==> src/rtl/softmax_backward_if.sv <==
// Job handshake and result bus between the softmax backward block and its user.
// Signal names follow the original module's port list.
interface softmax_backward_if #(
    parameter int NUM_CLASSES = 10,
    parameter int SM_WIDTH    = 10
);
    logic                                  start;
    logic [NUM_CLASSES-1:0][SM_WIDTH-1:0]  dense_softmax;
    logic [3:0]                            label;
    logic                                  busy;
    logic                                  done;
    logic                                  delta_valid;
    logic [3:0]                            delta_idx;
    logic [SM_WIDTH:0]                     delta_data;
    logic [NUM_CLASSES-1:0][SM_WIDTH:0]    dense_delta;
    logic [3:0]                            pred;
    logic                                  correct;
    logic                                  label_err;

    modport master (
        output start, dense_softmax, label,
        input  busy, done, delta_valid, delta_idx, delta_data,
               dense_delta, pred, correct, label_err
    );

    modport slave (
        input  start, dense_softmax, label,
        output busy, done, delta_valid, delta_idx, delta_data,
               dense_delta, pred, correct, label_err
    );
endinterface

==> src/rtl/softmax_backward.sv <==
// Output-layer error delta = softmax - onehot(label), streamed one class per cycle,
// with argmax prediction and correctness flag reported on the done pulse.
module softmax_backward #(
    parameter int NUM_CLASSES           = 10,
    parameter int SM_WIDTH              = 10,
    parameter int NUM_DECIMAL_IN_BINARY = 6
) (
    input logic               clk,
    input logic               rst_n,
    softmax_backward_if.slave bus
);
    localparam int DW = SM_WIDTH + 1;
    localparam logic [3:0]                 LAST_IDX = 4'(NUM_CLASSES - 1);
    localparam logic signed [DW-1:0]       ONE      = DW'(1 << NUM_DECIMAL_IN_BINARY);
    localparam logic signed [SM_WIDTH-1:0] MOST_NEG = {1'b1, {(SM_WIDTH-1){1'b0}}};

    typedef enum logic [1:0] {S_IDLE, S_ITER, S_DONE} state_t;

    state_t                              r_state;
    logic [NUM_CLASSES-1:0][SM_WIDTH-1:0] r_sm;
    logic [3:0]                          r_label;
    logic [3:0]                          r_idx;
    logic [3:0]                          r_best;
    logic signed [SM_WIDTH-1:0]          r_best_val;
    logic                                r_busy;
    logic                                r_done;
    logic                                r_delta_valid;
    logic [3:0]                          r_delta_idx;
    logic [DW-1:0]                       r_delta_data;
    logic [NUM_CLASSES-1:0][DW-1:0]      r_dense_delta;
    logic [3:0]                          r_pred;
    logic                                r_correct;
    logic                                r_label_err;

    logic signed [SM_WIDTH-1:0] w_cur;
    logic signed [DW-1:0]       w_sext;
    logic signed [DW-1:0]       w_delta;
    logic                       w_label_err;

    // Full-width subtraction after sign extension: range fits DW bits, no saturation.
    always_comb begin
        w_cur       = r_sm[r_idx];
        w_sext      = {w_cur[SM_WIDTH-1], w_cur};
        w_delta     = w_sext - ((r_idx == r_label) ? ONE : '0);
        w_label_err = (r_label > LAST_IDX);
    end

    always_ff @(posedge clk or negedge rst_n) begin
        if (!rst_n) begin
            r_state       <= S_IDLE;
            r_sm          <= '0;
            r_label       <= '0;
            r_idx         <= '0;
            r_best        <= '0;
            r_best_val    <= '0;
            r_busy        <= 1'b0;
            r_done        <= 1'b0;
            r_delta_valid <= 1'b0;
            r_delta_idx   <= '0;
            r_delta_data  <= '0;
            r_dense_delta <= '0;
            r_pred        <= '0;
            r_correct     <= 1'b0;
            r_label_err   <= 1'b0;
        end else begin
            case (r_state)
                S_IDLE: begin
                    r_done        <= 1'b0;
                    r_delta_valid <= 1'b0;
                    if (bus.start) begin
                        r_sm       <= bus.dense_softmax;
                        r_label    <= bus.label;
                        r_idx      <= '0;
                        r_busy     <= 1'b1;
                        r_best     <= '0;
                        r_best_val <= MOST_NEG;
                        r_state    <= S_ITER;
                    end
                end
                S_ITER: begin
                    r_dense_delta[r_idx] <= w_delta;
                    r_delta_data         <= w_delta;
                    r_delta_idx          <= r_idx;
                    r_delta_valid        <= 1'b1;
                    r_idx                <= r_idx + 4'd1;
                    // Strict compare keeps the lowest index on ties.
                    if (w_cur > r_best_val) begin
                        r_best     <= r_idx;
                        r_best_val <= w_cur;
                    end
                    if (r_idx == LAST_IDX)
                        r_state <= S_DONE;
                end
                S_DONE: begin
                    r_delta_valid <= 1'b0;
                    r_done        <= 1'b1;
                    r_busy        <= 1'b0;
                    r_pred        <= r_best;
                    r_label_err   <= w_label_err;
                    r_correct     <= (r_best == r_label) && !w_label_err;
                    r_state       <= S_IDLE;
                end
                default: r_state <= S_IDLE;
            endcase
        end
    end

    assign bus.busy        = r_busy;
    assign bus.done        = r_done;
    assign bus.delta_valid = r_delta_valid;
    assign bus.delta_idx   = r_delta_idx;
    assign bus.delta_data  = r_delta_data;
    assign bus.dense_delta = r_dense_delta;
    assign bus.pred        = r_pred;
    assign bus.correct     = r_correct;
    assign bus.label_err   = r_label_err;
endmodule

==> src/flat_wrapper.sv <==
// flat-port wrapper written by rule: the top's interface ports become plain ports
module softmax_backward_flat 
#(
    parameter int NUM_CLASSES           = 10,
    parameter int SM_WIDTH              = 10,
    parameter int NUM_DECIMAL_IN_BINARY = 6
)
  (clk, rst_n, bus_start, bus_dense_softmax, bus_label, bus_busy, bus_done, bus_delta_valid, bus_delta_idx, bus_delta_data, bus_dense_delta, bus_pred, bus_correct, bus_label_err);
  softmax_backward_if #(.NUM_CLASSES(NUM_CLASSES), .SM_WIDTH(SM_WIDTH)) bus_i ();
  input logic clk;
  input logic rst_n;
  input wire logic [$bits(bus_i.start)-1:0] bus_start;
  input wire logic [$bits(bus_i.dense_softmax)-1:0] bus_dense_softmax;
  input wire logic [$bits(bus_i.label)-1:0] bus_label;
  output wire logic [$bits(bus_i.busy)-1:0] bus_busy;
  output wire logic [$bits(bus_i.done)-1:0] bus_done;
  output wire logic [$bits(bus_i.delta_valid)-1:0] bus_delta_valid;
  output wire logic [$bits(bus_i.delta_idx)-1:0] bus_delta_idx;
  output wire logic [$bits(bus_i.delta_data)-1:0] bus_delta_data;
  output wire logic [$bits(bus_i.dense_delta)-1:0] bus_dense_delta;
  output wire logic [$bits(bus_i.pred)-1:0] bus_pred;
  output wire logic [$bits(bus_i.correct)-1:0] bus_correct;
  output wire logic [$bits(bus_i.label_err)-1:0] bus_label_err;
  assign bus_i.start = bus_start;
  assign bus_i.dense_softmax = bus_dense_softmax;
  assign bus_i.label = bus_label;
  assign bus_busy = bus_i.busy;
  assign bus_done = bus_i.done;
  assign bus_delta_valid = bus_i.delta_valid;
  assign bus_delta_idx = bus_i.delta_idx;
  assign bus_delta_data = bus_i.delta_data;
  assign bus_dense_delta = bus_i.dense_delta;
  assign bus_pred = bus_i.pred;
  assign bus_correct = bus_i.correct;
  assign bus_label_err = bus_i.label_err;
  softmax_backward #(.NUM_CLASSES(NUM_CLASSES), .SM_WIDTH(SM_WIDTH), .NUM_DECIMAL_IN_BINARY(NUM_DECIMAL_IN_BINARY)) u_core (.clk(clk), .rst_n(rst_n), .bus(bus_i));
endmodule
==> config.mk <==
export PLATFORM = sky130hd
export DESIGN_NAME = softmax_backward_flat
export DESIGN_NICKNAME = d
export VERILOG_FILES = /design/src/rtl/softmax_backward_if.sv /design/src/rtl/softmax_backward.sv /design/src/flat_wrapper.sv
export SDC_FILE = /design/constraint.sdc
export NUM_CORES = 1
export LEC_CHECK = 0
export CORE_MARGIN = 3
export CORE_UTILIZATION = 55
export DETAILED_ROUTE_END_ITERATION = 8
export GPL_ROUTABILITY_DRIVEN = 0
export PLACE_DENSITY = 0.92
export REMOVE_ABC_BUFFERS = 1
export SLEW_MARGIN = 20
export SYNTH_ARGS = -nofsm -noshare
export SYNTH_HDL_FRONTEND = slang
export SYNTH_SLANG_ARGS = --single-unit
==> constraint.sdc <==
create_clock -name clk -period 8.5 [get_ports clk]
set_input_delay 0.85 -clock clk [delete_from_list [all_inputs] [get_ports clk]]
set_output_delay 0.85 -clock clk [all_outputs]
set_load 0.03 [all_outputs]
==> results_dict.tcl <==
set metrics [dict create \
    critPathRequiredTime_ns 8.90 \
    core_area_um2 19650 \
    setup_repair_after_global_routing_missed_its_margin "false" \
    vias_per_cell 5.578 \
    fillerInstances 1349 \
    final_critical_path_setup_slack_ns 3.904 \
    cts-hold-fix-buffers 0 \
    detailed_place_hpwl_um 20750 \
    setup.worst_path.start_class "flop" \
    number_of_detailed_route_iterations_in_the_first_pass 5 \
    ioPinCount 241 \
    max_freq_mhz 217.6 \
    final-setup-viol-count 0 \
    tritoncts "done" \
    timing.setup.tns_ns 0 \
    critPathArrivalTime_ns 5.00 \
    pwr-share-seq_pct 32.5 \
    starting_density_pct 56.60 \
    total_leakage_power_nw 6.864 \
    htree_num_levels 1 \
    clockBufferDepth 3 \
    grt_antenna_before_repair 0 \
    placement_rows 51 \
    timing.critical_path.max_delay_family "compound AO/OA/AOI/OAI gates" \
    netlist-cell-type-count 53 \
    yosys_register_bits 258 \
    final_cell_mix "sky130_fd_sc_hd__nand2_1, sky130_fd_sc_hd__dfrtp_1, sky130_fd_sc_hd__clkdlybuf4s50_1" \
    layout_cell_share_with_drive_strength_beyond_1_pct 7.426 \
    layout_min_cycle_time_ns 4.596 \
    internal-power_mw 3.765 \
    tritoncts_num_sinks 258 \
    grt_pass1_wl_um 49510 \
    post_drt_wl_per_cell_um 19.00 \
    grt_pass1_vias 9311 \
    timing_worst_slew_pin_value_ns 1.133 \
    worstPathMaxFanout 41 \
    status "complete, no violations" \
    grtUsageTotal_pct 28.26 \
    cts_setup_buffers 0 \
    timing.critical_path.buf_inv 1 \
    hold-worst-slack_ns 0.3932 \
    dp_slack_ns 3.983 \
    cts_root_buf "sky130_fd_sc_hd__clkbuf_16" \
    floorplan.die.width_um 148.2 \
    die_area_um2 21970 \
    antenna_violation_net_count_after_detailed_routing 0 \
    dr_total_vias 9065 \
    drv_slew 0 \
    drc_errors 0 \
    maximum_number_of_pins_on_one_net_before_global_route_repair 117 \
    power.ir.vdd_worst_uv 268.6 \
    worst_setup_hold_path_clk_slew_ns 0.06 \
    synthesis.area_um2 11120 \
    io_buffers 240 \
    power.share.clock_pct 16.7 \
    dpl-instance-area_um2 13560 \
    setup.worst_path.end_class "flop" \
    layout-area-overhead-vs-synth_pct 29.72 \
    cap_viol_max_count 0 \
    power.combinational.fraction_pct 50.7 \
    timing.critical_path.slowest_stage_cell "sky130_fd_sc_hd__dfrtp_2" \
    crit_path_cell_trace "mux4_1 > a221oi_1 > or2_2 > inv_1 > ha_1 > a21o_1 > a221o_1 > nor2_1 > o22ai_1 > a211oi_1" \
    post_synth.cell_area_avg_um2 9.749 \
    syn_inst 1141 \
    yosysSeqAreaShare_pct 58.04 \
    power-per-cell-area_nw_per_um2 470.6 \
    min_period_over_period_pct 54.07 \
    final_core_utilization_pct 73.41 \
    clock_latency_ns 0.52 \
    final_common_cell "sky130_fd_sc_hd__nand2_1" \
    cts_resized 0 \
    cp_slowest_stage_delay_ns 1.07 \
    totalWireLength_um 30870 \
    hold_path.class "primary input to async pin" \
    die_h_um 148.2 \
    p_switching_mw 3.025 \
    detailedRoute.firstIterationViolations 629 \
    yosys_warnings 0 \
    grt_overflow 0 \
    cts_bufs_inserted 25 \
    n_antenna_cell 0 \
    worst_clock_skew_ns 0.009781 \
    finalNetCount 1465 \
    swShare_pct 44.55 \
    worstSetupPathType "flop to flop" \
    timing.final.hold_violations 0 \
    fin_area_um2 14430 \
    max-slew-margin-rel_pct 24.38 \
]
## Yosys cell counts (all sizes together)
cell type / instances / area [µm²]
a21oi: 16 / 87.59
o21ai: 124 / 661.9
a21boi: 1 / 7.510
nor2: 16 / 60.06
o31a: 2 / 17.52
nand2: 470 / 1764
mux4: 17 / 409.2
o22ai: 4 / 25.02
mux2: 13 / 146.4
nor4: 2 / 12.51
a221oi: 4 / 35.03
nor3: 7 / 35.03
and3b: 1 / 8.760
o311a: 1 / 21.27
mux2i: 15 / 150.1
nand4: 1 / 6.260
a2111oi: 1 / 27.53
inv: 24 / 90.09
or2: 4 / 25.02
nand3b: 1 / 7.510
and2: 5 / 32.53
o32ai: 1 / 8.760
o31ai: 2 / 15.01
nor3b: 2 / 15.01
a22o: 4 / 35.03
dfrtp: 258 / 6456
a222oi: 1 / 10.01
a31oi: 1 / 6.260
nand2b: 5 / 31.28
o21a: 2 / 15.01
a211o: 1 / 10.01
a221o: 1 / 10.01
a21o: 4 / 30.03
xor2: 8 / 70.07
nand3: 16 / 85.08
buf: 24 / 197.7
a211oi: 8 / 60.06
nor2b: 4 / 25.02
ha: 16 / 200.2
clkbuf: 52 / 195.2
o21bai: 1 / 7.510
xnor2: 1 / 8.760
## area by class of cell
class	instances	area [µm²]	area share, %
Tap cell	265	331.6	2.298
Inverter	24	90.09	0.6244
Clock buffer	34	699.4	4.847
Clock inverter	11	138.9	0.9625
Multi-Input combinational cell	783	4209	29.17
Timing Repair Buffer	250	2502	17.34
Sequential cell	258	6457	44.75
## registers in the layout (all words and copies together) (netlist names), 2 cells and up
name	cells
u_core.bus.dense_delta	110
u_core.r_sm	100
u_core.bus.delta_data	11
u_core.r_best_val	10
u_core.bus.delta_idx	4
u_core.bus.pred	4
u_core.r_best	4
u_core.r_idx	4
u_core.r_label	4
u_core.r_state	2
## routing by layer
metal | part of all wire [%] | global-route usage [%]
met4 | 3.3 | 9.238
met2 | 49 | 47.91
met3 | 8.9 | 5.698
met5 | 0 | 0
met1 | 39 | 36.96
## worst reg2reg max path: stages, from the launching register on
cell and delay (ns):
sky130_fd_sc_hd__dfrtp_2 1.07, sky130_fd_sc_hd__mux4_1 0.68, sky130_fd_sc_hd__a221oi_1 0.28, sky130_fd_sc_hd__or2_2 0.35, sky130_fd_sc_hd__inv_1 0.10, sky130_fd_sc_hd__ha_1 0.33
sky130_fd_sc_hd__a21o_1 0.16, sky130_fd_sc_hd__a221o_1 0.47, sky130_fd_sc_hd__nor2_1 0.48, sky130_fd_sc_hd__o22ai_1 0.19, sky130_fd_sc_hd__a211oi_1 0.36
## path summary, 6_finish.rpt
kind	from	end	slack, ns	depth (start not counted)
worst min register to register	u_core.r_sm[22]$_DFFE_PN0P_	u_core.r_sm[22]$_DFFE_PN0P_	0.47	2
max in group asynchronous	rst_n	u_core.bus.dense_delta[54]$_DFFE_PN0P_	6.69	2
worst min-delay path	rst_n	u_core.bus.dense_delta[30]$_DFFE_PN0P_	0.39	1
min in group clk	u_core.r_sm[22]$_DFFE_PN0P_	u_core.r_sm[22]$_DFFE_PN0P_	0.47	2
worst max register to register	u_core.r_idx[0]$_DFFE_PN0P_	u_core.r_best[3]$_DFFE_PN0P_	3.90	10
worst max-delay path	u_core.r_idx[0]$_DFFE_PN0P_	u_core.r_best[3]$_DFFE_PN0P_	3.90	10
## power by group through the flow
stage	combinational, mW	clock, mW	sequential [mW]
after detailed placement	3.37	0	2.21
after global routing	3.71	1.21	2.27
final	3.44	1.14	2.21
after CTS	3.43	1.15	2.20
after global placement	3.21	0	2.18
after floorplan	1.55	0	2.64
## through the flow
stage / cells / total power [mW]
floorplan: 1065 / 4.194
global placement: 1579 / 5.389
detailed placement: 1579 / 5.583
CTS: 1624 / 6.780
global route: 1625 / 7.186
finish: 1625 / 6.790
## cell families after synthesis
group / count (synthesis) / synth area share, %
buffers and inverters: 100 / 4.342
XOR/XNOR: 9 / 0.7087
AO/OA/AOI/OAI: 179 / 9.809
AND/OR/NAND/NOR: 534 / 18.95
adder cells (fa/ha/maj): 16 / 1.800
flip-flops: 258 / 58.04
multiplexers: 45 / 6.344
Power figures use the tool's default switching activity.
